[src/rtl/drcp_pkg.sv]
// rtl/drcp_pkg.sv - shared types and constants for the fgpio command sequencer
package drcp_pkg;

    localparam int FGPIO_SEQ_DEPTH = 8;

    typedef enum logic [1:0] {
        FGPIO_RD_ALL = 2'd0,
        FGPIO_RD_BIT = 2'd1,
        FGPIO_WR     = 2'd2,
        FGPIO_WR_AND = 2'd3
    } fgpio_op_e;

    typedef struct packed {
        fgpio_op_e   op;
        logic [15:0] delay;
        logic [31:0] arg0;
        logic [31:0] arg1;
    } fgpio_seq_cmd_t;

    localparam logic [6:0] FGPIO_F7_RD_ALL = 7'b0000000;
    localparam logic [6:0] FGPIO_F7_RD_BIT = 7'b0000001;
    localparam logic [6:0] FGPIO_F7_WR     = 7'b1000000;
    localparam logic [6:0] FGPIO_F7_WR_AND = 7'b1000001;

    typedef enum logic [1:0] {
        SEQ_IDLE = 2'd0,
        SEQ_LOAD = 2'd1,
        SEQ_WAIT = 2'd2
    } fgpio_seq_state_e;

    function automatic logic [6:0] fgpio_op_to_f7(input fgpio_op_e op);
        case (op)
            FGPIO_RD_ALL: return FGPIO_F7_RD_ALL;
            FGPIO_RD_BIT: return FGPIO_F7_RD_BIT;
            FGPIO_WR:     return FGPIO_F7_WR;
            default:      return FGPIO_F7_WR_AND;
        endcase
    endfunction

    function automatic logic fgpio_op_is_read(input fgpio_op_e op);
        return (op == FGPIO_RD_ALL) || (op == FGPIO_RD_BIT);
    endfunction

endpackage

[src/rtl/fgpio_seq_fifo.sv]
// rtl/fgpio_seq_fifo.sv - show-ahead command queue with flush
module fgpio_seq_fifo
    import drcp_pkg::*;
#(
    parameter int DEPTH = FGPIO_SEQ_DEPTH
) (
    input  logic                     clk_i,
    input  logic                     rst_ni,
    input  logic                     flush_i,
    input  logic                     push_i,
    input  logic                     pop_i,
    input  fgpio_seq_cmd_t           data_i,
    output fgpio_seq_cmd_t           data_o,
    output logic [$clog2(DEPTH):0]   cnt_o,
    output logic                     full_o
);

    localparam int AW = $clog2(DEPTH);
    localparam logic [AW:0] FULL_CNT = (AW+1)'(DEPTH);

    fgpio_seq_cmd_t r_mem [DEPTH];
    logic [AW-1:0]  r_wr_ptr;
    logic [AW-1:0]  r_rd_ptr;
    logic [AW:0]    r_cnt;
    logic           w_push;
    logic           w_pop;

    // Flush beats push and pop; a full queue drops the push silently.
    assign w_push = push_i && (r_cnt != FULL_CNT) && !flush_i;
    assign w_pop  = pop_i && (r_cnt != '0) && !flush_i;

    assign full_o = (r_cnt == FULL_CNT);
    assign cnt_o  = r_cnt;
    assign data_o = r_mem[r_rd_ptr];

    // Pointer and occupancy bookkeeping.
    always_ff @(posedge clk_i or negedge rst_ni) begin
        if (!rst_ni) begin
            r_wr_ptr <= '0;
            r_rd_ptr <= '0;
            r_cnt    <= '0;
        end else if (flush_i) begin
            r_wr_ptr <= '0;
            r_rd_ptr <= '0;
            r_cnt    <= '0;
        end else begin
            if (w_push) r_wr_ptr <= r_wr_ptr + 1'b1;
            if (w_pop)  r_rd_ptr <= r_rd_ptr + 1'b1;
            case ({w_push, w_pop})
                2'b10:   r_cnt <= r_cnt + 1'b1;
                2'b01:   r_cnt <= r_cnt - 1'b1;
                default: r_cnt <= r_cnt;
            endcase
        end
    end

    // Entry storage; contents are don't-care until written.
    always_ff @(posedge clk_i) begin
        if (w_push) r_mem[r_wr_ptr] <= data_i;
    end

endmodule

[src/rtl/fgpio_seq.sv]
// rtl/fgpio_seq.sv - timed fgpio command sequencer sharing the bus with the core
module fgpio_seq
    import drcp_pkg::*;
#(
    parameter int DEPTH = FGPIO_SEQ_DEPTH
) (
    input  logic                   clk_i,
    input  logic                   rst_ni,
    input  logic                   cmd_valid_i,
    output logic                   cmd_ready_o,
    input  logic [1:0]             cmd_op_i,
    input  logic [15:0]            cmd_delay_i,
    input  logic [31:0]            cmd_arg0_i,
    input  logic [31:0]            cmd_arg1_i,
    input  logic                   start_i,
    input  logic                   abort_i,
    input  logic                   err_clr_i,
    output logic                   busy_o,
    output logic                   done_o,
    output logic                   err_o,
    output logic [$clog2(DEPTH):0] cmd_cnt_o,
    input  logic                   core_req_i,
    input  logic [6:0]             core_funct7_i,
    input  logic [31:0]            core_rs1_i,
    input  logic [31:0]            core_rs2_i,
    output logic                   core_ack_o,
    output logic                   core_error_o,
    output logic [31:0]            core_rd_o,
    output logic                   fgpio_req_o,
    output logic [6:0]             fgpio_funct7_o,
    output logic [31:0]            fgpio_rs1_val_o,
    output logic [31:0]            fgpio_rs2_val_o,
    input  logic                   fgpio_ack_i,
    input  logic                   fgpio_error_i,
    input  logic [31:0]            fgpio_rd_val_i,
    output logic                   smp_valid_o,
    output logic [31:0]            smp_data_o
);

    fgpio_seq_state_e        r_state;
    fgpio_seq_state_e        w_next_state;
    logic [15:0]             r_delay_cnt;
    logic                    r_err;
    logic                    r_smp_valid;
    logic [31:0]             r_smp_data;
    fgpio_seq_cmd_t          w_in_cmd;
    fgpio_seq_cmd_t          w_head;
    logic [$clog2(DEPTH):0]  w_cnt;
    logic                    w_full;
    logic                    w_push;
    logic                    w_nonempty;
    logic                    w_issue;
    logic [15:0]             w_load_delay;

    assign w_in_cmd = '{op: fgpio_op_e'(cmd_op_i), delay: cmd_delay_i,
                        arg0: cmd_arg0_i, arg1: cmd_arg1_i};
    assign w_push   = cmd_valid_i && !w_full;

    // A push landing in the LOAD cycle still counts; its delay is taken from the inputs.
    assign w_nonempty   = (w_cnt != '0) || w_push;
    assign w_load_delay = (w_cnt != '0) ? w_head.delay : cmd_delay_i;
    assign w_issue      = (r_state == SEQ_WAIT) && (r_delay_cnt == 16'd0) && !abort_i;

    fgpio_seq_fifo #(.DEPTH(DEPTH)) u_fifo (
        .clk_i   (clk_i),
        .rst_ni  (rst_ni),
        .flush_i (abort_i),
        .push_i  (w_push),
        .pop_i   (w_issue),
        .data_i  (w_in_cmd),
        .data_o  (w_head),
        .cnt_o   (w_cnt),
        .full_o  (w_full)
    );

    // State register.
    always_ff @(posedge clk_i or negedge rst_ni) begin
        if (!rst_ni) r_state <= SEQ_IDLE;
        else         r_state <= w_next_state;
    end

    // Next-state logic; abort overrides every other transition.
    always_comb begin
        w_next_state = r_state;
        if (abort_i) begin
            w_next_state = SEQ_IDLE;
        end else begin
            case (r_state)
                SEQ_IDLE: if (start_i && (w_cnt != '0)) w_next_state = SEQ_LOAD;
                SEQ_LOAD: w_next_state = w_nonempty ? SEQ_WAIT : SEQ_IDLE;
                SEQ_WAIT: if (r_delay_cnt == 16'd0) w_next_state = SEQ_LOAD;
                default:  w_next_state = SEQ_IDLE;
            endcase
        end
    end

    // Delay counter: loaded in LOAD, counts down in WAIT, saturates at zero.
    always_ff @(posedge clk_i or negedge rst_ni) begin
        if (!rst_ni) begin
            r_delay_cnt <= 16'd0;
        end else if (abort_i) begin
            r_delay_cnt <= 16'd0;
        end else if (r_state == SEQ_LOAD && w_nonempty) begin
            r_delay_cnt <= w_load_delay;
        end else if (r_state == SEQ_WAIT && r_delay_cnt != 16'd0) begin
            r_delay_cnt <= r_delay_cnt - 16'd1;
        end
    end

    // Sticky error and read-sample capture; a set in the clear cycle wins.
    always_ff @(posedge clk_i or negedge rst_ni) begin
        if (!rst_ni) begin
            r_err       <= 1'b0;
            r_smp_valid <= 1'b0;
            r_smp_data  <= 32'd0;
        end else begin
            if (w_issue && fgpio_error_i) r_err <= 1'b1;
            else if (err_clr_i)           r_err <= 1'b0;
            r_smp_valid <= w_issue && fgpio_op_is_read(w_head.op);
            if (w_issue && fgpio_op_is_read(w_head.op)) r_smp_data <= fgpio_rd_val_i;
        end
    end

    // Output decode: the sequencer owns the bus in the issue cycle, else pass-through.
    always_comb begin
        busy_o          = (r_state != SEQ_IDLE);
        done_o          = (r_state == SEQ_LOAD) && !w_nonempty && !abort_i;
        fgpio_req_o     = core_req_i;
        fgpio_funct7_o  = core_funct7_i;
        fgpio_rs1_val_o = core_rs1_i;
        fgpio_rs2_val_o = core_rs2_i;
        core_ack_o      = fgpio_ack_i;
        core_error_o    = fgpio_error_i;
        core_rd_o       = fgpio_rd_val_i;
        if (w_issue) begin
            fgpio_req_o     = 1'b1;
            fgpio_funct7_o  = fgpio_op_to_f7(w_head.op);
            fgpio_rs1_val_o = w_head.arg0;
            fgpio_rs2_val_o = w_head.arg1;
            core_ack_o      = 1'b0;
            core_error_o    = 1'b0;
            core_rd_o       = 32'd0;
        end
    end

    assign cmd_ready_o = !w_full;
    assign cmd_cnt_o   = w_cnt;
    assign err_o       = r_err;
    assign smp_valid_o = r_smp_valid;
    assign smp_data_o  = r_smp_data;

endmodule

[config.mk]
export PLATFORM = sky130hd
export DESIGN_NAME = fgpio_seq
export DESIGN_NICKNAME = d
export VERILOG_FILES = /design/src/rtl/drcp_pkg.sv /design/src/rtl/fgpio_seq_fifo.sv /design/src/rtl/fgpio_seq.sv
export SDC_FILE = /design/constraint.sdc
export NUM_CORES = 1
export LEC_CHECK = 0
export BUFFER_PORTS_ARGS = -buffer_cell sky130_fd_sc_hd__buf_2
export CAP_MARGIN = 20
export CORE_MARGIN = 1.5
export CORE_UTILIZATION = 32
export DETAILED_ROUTE_END_ITERATION = 12
export MAX_ROUTING_LAYER = met4
export PLACE_DENSITY = 0.6
export SETUP_SLACK_MARGIN = 0.2
export SYNTH_ARGS = -nofsm -noshare
export SYNTH_HDL_FRONTEND = slang
export SYNTH_SLANG_ARGS = --single-unit
[constraint.sdc]
create_clock -name clk_i -period 11.6 [get_ports clk_i]
set_clock_uncertainty 0.05 [all_clocks]
set_input_delay 2.32 -clock clk_i [delete_from_list [all_inputs] [get_ports clk_i]]
set_output_delay 2.32 -clock clk_i [all_outputs]
set_load 0.01 [all_outputs]
==> flow_metrics.py, run 1 <==
metrics = {
    "floorplan": {
        "dieArea_um2": 91900,
        "std_cell_rows": 109,
        "start_util_pct": 32.5,
        "coreArea_um2": 88800,
        "die_h_um": 303,
        "fp.dieW_um": 303,
        "io_pins": 341,
    },
    "detailed_routing": {
        "final_antenna_net_count": 0,
        "wl_mm": 67.3,
        "vias": 15300,
        "wl_per_cell_um": 21.8,
        "drc": 0,
        "vias_per_cell": 4.95,
        "drt_iter0_drc": 942,
        "firstDrtPassIters": 7,
    },
    "sta": {
        "holdWs_ns": 0.452,
        "hold_viol_final": 0,
        "final-max-slew-violation-count": 0,
        "setup_viol": 0,
        "fin_crit_sh_pct": 63.5,
        "timing.slew.headroom_pct": 28.5,
        "final.setup.tns_ns": 0,
        "rsz0062_at_grt": "no",
        "finalCriticalPeriod_ns": 7.36,
        "tightest_slew_ns": 1.06,
        "timing.fmax_ghz": 0.136,
    },
    "placed_design": {
        "place_hpwl_mm": 37.0,
        "port_buffers": 340,
        "routabilityCongestion": 0.849,
    },
    "cts": {
        "cts.htree.levels": 3,
        "path_clk_slew_ns": 0.05,
        "clock-root-buffer": "clkbuf_16",
        "cts_resized": 0,
        "post_cts_buffers": 0,
        "cts-hold-fix-buffers": 0,
        "clk_path_buf_depth": 3,
        "cts.sink_count": 718,
        "cts_tree": "built",
        "cts_inserted_buffers": 78,
        "clkLatencyLatePin_ns": 0.63,
    },
    "logic_synthesis": {
        "syn_nets": 1678,
        "syn_avg_cell_area_um2": 19.5,
        "syn-instance-count": 1478,
        "yosysUniqueCellTypes": 62,
        "synth_area_um2": 28800,
        "synth_flop_cell": "edfxtp_1",
        "synth_seq_cells": 718,
        "ys_seq_area_share_pct": 73.7,
        "ys_warn_count": 0,
        "async_flop_share_pct": 8.64,
        "synth_edf_count": 656,
    },
    "worst_hold_path": {
        "hold_path_class": "register to register",
    },
    "worst_setup_path": {
        "crit_fanout": 67,
        "cp-end-kind": "output port",
        "setup.worst_path.class": "primary input to output port",
        "crit_path_start_kind": "primary input",
        "cp.required_ns": 9.23,
        "crit_arrival_ns": 4.99,
    },
    "grt": {
        "grt_usage_pct": 15.0,
        "grt_start_max_net_pins": 107,
        "grt_pass1_vias": 16000,
        "overflow": 0,
        "grt_pass1_wl_mm": 99.5,
        "antenna_found_initial": 14,
    },
    "status": {
        "status": "completed",
    },
    "power_and_ir_drop": {
        "p_per_area_nw_per_um2": 169,
        "power.leakage_nw": 11.9,
        "ir_drop_uv": 103,
    },
    "cells_and_area": {
        "fin_nets": 2041,
        "area_delta_synth_final_pct": 20.3,
        "drive_gt1_share_pct": 36.9,
    },
    "flow_run": {
        "max-cap-violations": 0,
    },
}
[flip-flops by register name (all words and copies together), names as in the netlist]
| name | flops |
|---|---|
| u_fifo.cnt_o | 4 |
| smp_valid_o | 1 |
| u_fifo.r_rd_ptr | 3 |
| smp_data_o | 32 |
| r_delay_cnt | 16 |
| err_o | 1 |
| u_fifo.r_mem | 656 |
| u_fifo.r_wr_ptr | 3 |
| r_state | 2 |
[area by class of cell]
class	count	area, µm²
fillers	8042	54100
flip-flops and latches	718	21300
multi-input cells	664	7230
clock buffers	87	1990
repair buffers	367	1950
well taps	1165	1460
clock inverters	58	706
inverters	12	45.0
diodes	14	35.0
[Yosys cell counts, drive strengths merged, types with 2 or more instances]
cell type,n,share of area [%]
edfxtp,656,68
a21oi,17,0.30
o311ai,2,0.061
nor3,12,0.21
a2bb2oi,2,0.061
mux4,164,13
a211o,4,0.12
and4,2,0.061
nor4,11,0.28
a31oi,7,0.15
dfrtp,62,5.4
o21ai,80,1.4
buf,49,0.86
ha,6,0.26
mux2i,82,2.8
nand2b,2,0.043
or3,5,0.11
a211oi,12,0.31
or4,4,0.10
o211a,2,0.069
nand4,3,0.065
nand3,6,0.10
clkbuf,35,0.46
o31a,2,0.061
nand2,92,1.2
nor2,33,0.43
mux2,34,1.7
inv,11,0.14
nor4b,3,0.091
a21o,3,0.078
and2,40,0.87
o221ai,2,0.061
a21boi,2,0.065
o22ai,3,0.065
xor2,3,0.091
or3b,3,0.091
o21a,3,0.078
[layer usage]
layer	wire [µm]	vias to the layer above	share of wire [%]	GRT usage [%]
met2	32700	474	49	24.3
met1	28800	7920	43	18.8
met4	1360	0	2.0	3.90
li1	-	6772	-	-
met3	4420	102	6.6	3.73
met5	0	-	0	-
[cell families after synthesis]
kind of cell | Yosys count | synth area share, %
DFF | 718 | 73.7
muxes | 280 | 17.4
and+or+nand+nor | 221 | 3.79
AOI/OAI and AO/OA | 153 | 3.23
buffers and inverters | 96 | 1.47
adders and majority gates | 6 | 0.260
xor gates and xnor gates | 4 | 0.122
[power breakdown]
group	internal [mW]	leakage, nW	switching, mW	total [mW]
clock network	1.54	1.31	1.03	2.57
registers	2.89	6.77	0.0301	2.92
logic	0.152	3.79	0.213	0.365
total	4.58	11.9	1.27	5.86
[critical path, cell delays in order]
cell     delay [ns]
buf_2          0.20
or3b_2         0.62
nor4_1         0.57
nand2_4        0.65
nor2_1         0.39
nor2_1         0.08
buf_2          0.14
[per-stage QoR]
step	utilization (%)	power (mW)	setup WS (ns)	cell area, µm²	std cells
finish	39.1	5.86	4.24	34700	3085
global route	39.1	6.07	3.96	34700	3084
detailed placement	35.9	3.34	4.15	31900	2924
global placement	35.9	3.33	4.30	31900	2924
floorplan	-	3.17	0.246	28800	1478
CTS	39.0	5.94	4.14	34600	3069
[placed cells by master (no fill, tap or decap), types with 5 or more instances in the layout]
cell type | Yosys | final
clkinv_1 | 1 | 21
bufinv_16 | 0 | 13
ha_1 | 6 | 6
nand3_1 | 6 | 6
buf_4 | 2 | 24
mux2_4 | 30 | 30
nor3_1 | 12 | 9
clkinv_2 | 0 | 14
dfrtp_1 | 62 | 59
mux2i_1 | 82 | 82
inv_16 | 0 | 5
inv_1 | 11 | 11
o21ai_0 | 80 | 79
clkbuf_16 | 0 | 78
clkbuf_1 | 35 | 9
and2_1 | 40 | 40
edfxtp_1 | 656 | 656
nor4_1 | 9 | 6
mux4_2 | 164 | 164
buf_2 | 27 | 340
nand2_1 | 92 | 90
a31oi_1 | 7 | 7
diode_2 | 0 | 14
a211oi_1 | 12 | 12
nor2_1 | 33 | 31
a21oi_1 | 17 | 17
[worst paths after layout]
| kind | from | to | slack, ns | cells past startpoint |
|---|---|---|---|---|
| hold reg to reg | smp_data_o[10]$_DFFE_PN0P_ | smp_data_o[10]$_DFFE_PN0P_ | 0.45 | 1 |
| setup reg to reg | r_delay_cnt[10]$_DFFE_PN0P_ | u_fifo.cnt_o[3]$_DFFE_PN0P_ | 7.18 | 10 |
| max in group asynchronous | rst_ni | u_fifo.r_rd_ptr[0]$_DFFE_PN0P_ | 9.03 | 2 |
| hold / removal | smp_data_o[10]$_DFFE_PN0P_ | smp_data_o[10]$_DFFE_PN0P_ | 0.45 | 1 |
| setup / recovery | abort_i | fgpio_funct7_o[6] | 4.24 | 7 |
| min in group asynchronous | rst_ni | smp_data_o[8]$_DFFE_PN0P_ | 1.82 | 2 |
Note: power is estimated with default switching activity, not from simulation.
==> run 2: changes to the inputs <==
- PLACE_DENSITY: 0.6 -> 0.62
- clock period: 11.6 -> 6.7 ns (I/O delays scaled with it)
==> run 2 against run 1 <==
  * Routed wire length fell by 0.79%
  * Clock-buffer cell count rose by 11
  * Cell area fell by 0.16%
  * First-iteration DRC count rose by 5.3%
  * Global-route usage fell by 0.15 points
  * Via count fell by 0.31%
  * Combinational power rose by 74%
  * Worst hold slack improved by 0.0014 ns
  * Critical path type unchanged
  * Largest cell class unchanged
  * Largest power group unchanged
  * Highest routed layer unchanged
==> flow_metrics.py, run 2 (synthesis results as in run 1) <==
metrics = {
    "cts": {
        "path_clk_slew_ns": 0.06,
        "clk_path_buf_depth": 3,
        "cts.sink_count": 718,
        "post_cts_buffers": 0,
        "cts-hold-fix-buffers": 0,
        "clock-root-buffer": "clkbuf_16",
        "clkLatencyLatePin_ns": 0.61,
        "cts_tree": "built",
        "cts.htree.levels": 3,
        "cts_resized": 0,
        "cts_inserted_buffers": 79,
    },
    "cells_and_area": {
        "fin_nets": 2040,
        "mostFrequentLayoutCell": "edfxtp_1",
        "largest_reg_flops": 656,
        "area_delta_synth_final_pct": 20.1,
        "drive_gt1_share_pct": 37.0,
        "fillers": 8012,
        "final_area_um2": 34600,
        "post-route-util_pct": 39.0,
        "layout_common_cells": "edfxtp_1 (656), buf_2 (340), mux4_2 (164), nand2_1 (90), mux2i_1 (82)",
        "finalNonFillerCells": 3076,
        "largest_register": "u_fifo.r_mem",
    },
    "detailed_routing": {
        "wl_per_cell_um": 21.7,
        "wl_met2_mm": 31.8,
        "wl_met3_mm": 4.52,
        "vias_per_cell": 4.95,
        "final_antenna_net_count": 0,
        "top_layer": "met4",
        "vias": 15200,
        "drt_iter0_drc": 992,
        "firstDrtPassIters": 5,
        "wl_mm": 66.7,
        "wl_met1_mm": 28.6,
        "drc": 0,
    },
    "grt": {
        "grt_start_max_net_pins": 107,
        "grt_usage_pct": 14.8,
        "grt_pass1_vias": 15700,
        "grt_pass1_wl_mm": 98.3,
        "overflow": 0,
        "antenna_found_initial": 15,
    },
    "sta": {
        "rsz0062_at_grt": "no",
        "finalCriticalPeriod_ns": 5.39,
        "tightest_slew_ns": 1.09,
        "fin_crit_sh_pct": 80.5,
        "setup_viol": 0,
        "final-max-slew-violation-count": 0,
        "timing.slew.headroom_pct": 27.3,
        "hold_viol_final": 0,
        "worst_slack_ns": 1.31,
        "final.setup.tns_ns": 0,
        "timing.fmax_ghz": 0.185,
    },
    "placed_design": {
        "port_buffers": 340,
        "placed_cells": 2923,
        "place_hpwl_mm": 37.4,
        "postPlaceCellArea_um2": 32000,
        "dp_slack_ns": 1.19,
        "routabilityCongestion": 0.809,
    },
    "floorplan": {
        "die_h_um": 303,
        "io_pins": 341,
        "start_util_pct": 32.5,
        "std_cell_rows": 109,
        "fp.dieW_um": 303,
        "dieArea_um2": 91900,
        "coreArea_um2": 88800,
    },
    "worst_setup_path": {
        "crit_arrival_ns": 4.00,
        "cp.required_ns": 5.31,
        "crit_path_start_kind": "primary input",
        "cp-end-kind": "output port",
        "crit_fanout": 67,
        "setup.worst_path.class": "primary input to output port",
    },
    "flow_run": {
        "max-cap-violations": 0,
    },
    "power_and_ir_drop": {
        "power.leakage_nw": 11.8,
        "ir_drop_uv": 260,
        "p_per_area_nw_per_um2": 289,
    },
    "worst_hold_path": {
        "hold_path_class": "register to register",
    },
    "status": {
        "status": "completed",
    },
}
run 2: cell types whose count changed in the layout (fill, tap and decap cells not counted), moves of 3 or more:
cell / change
clkinv_1: -15
clkbuf_1: +8
buf_4: -7
buf_12: +5
inv_16: -5
bufinv_16: -3
clkbuf_16: +3
clkinvlp_4: +3
inv_6: +3
run 2: area by class of cell:
| class | instances | area, µm² | area share (%) |
|---|---|---|---|
| clock buffer | 98 | 2090 | 6.04 |
| timing repair buffer | 365 | 2000 | 5.77 |
| tap | 1165 | 1460 | 4.21 |
| clock inverter | 40 | 482 | 1.39 |
| multi-input combinational | 664 | 7250 | 20.9 |
| sequential | 718 | 21300 | 61.4 |
| inverter | 12 | 45.0 | 0.130 |
| antenna | 14 | 35.0 | 0.101 |
run 2: where the power goes:
group	total, mW	switching [mW]	internal (mW)
clock network	4.31	1.71	2.60
registers	5.06	0.0548	5.00
logic	0.634	0.368	0.265
run 2: critical path, cell delays in order:
cell and delay (ns):
buf_2 0.20, or3b_2 0.61, nor4_1 0.59, nand2_4 0.65, nand2_1 0.25, o21ai_0 0.12, buf_2 0.16
run 2: worst paths after layout:
path | slack (ns) | cells past startpoint | from | to
hold / removal | 0.45 | 1 | smp_data_o[3]$_DFFE_PN0P_ | smp_data_o[3]$_DFFE_PN0P_
hold reg to reg | 0.45 | 1 | smp_data_o[3]$_DFFE_PN0P_ | smp_data_o[3]$_DFFE_PN0P_
max in group asynchronous | 5.09 | 2 | rst_ni | u_fifo.r_rd_ptr[0]$_DFFE_PN0P_
setup reg to reg | 2.22 | 10 | r_delay_cnt[10]$_DFFE_PN0P_ | u_fifo.cnt_o[3]$_DFFE_PN0P_
setup / recovery | 1.31 | 7 | abort_i | fgpio_rs1_val_o[3]
min in group asynchronous | 0.85 | 2 | rst_ni | smp_data_o[6]$_DFFE_PN0P_
run 2: metrics by stage:
| step | hold slack [ns] | power [mW] |
|---|---|---|
| 2_1_floorplan | 0.409 | 5.49 |
| 3_3_place_gp | 0.433 | 5.76 |
| 3_5_place_dp | 0.437 | 5.78 |
| 4_1_cts | 0.456 | 10.1 |
| 5_1_grt | 0.471 | 10.4 |
| 6_report | 0.454 | 10.0 |
run 2: per-layer routing:
| metal | global-route usage (%) | up-vias |
|---|---|---|
| li1 | - | 6768 |
| met1 | 18.6 | 7796 |
| met2 | 23.8 | 530 |
| met3 | 3.45 | 127 |
| met4 | 4.70 | 0 |
| met5 | - | - |
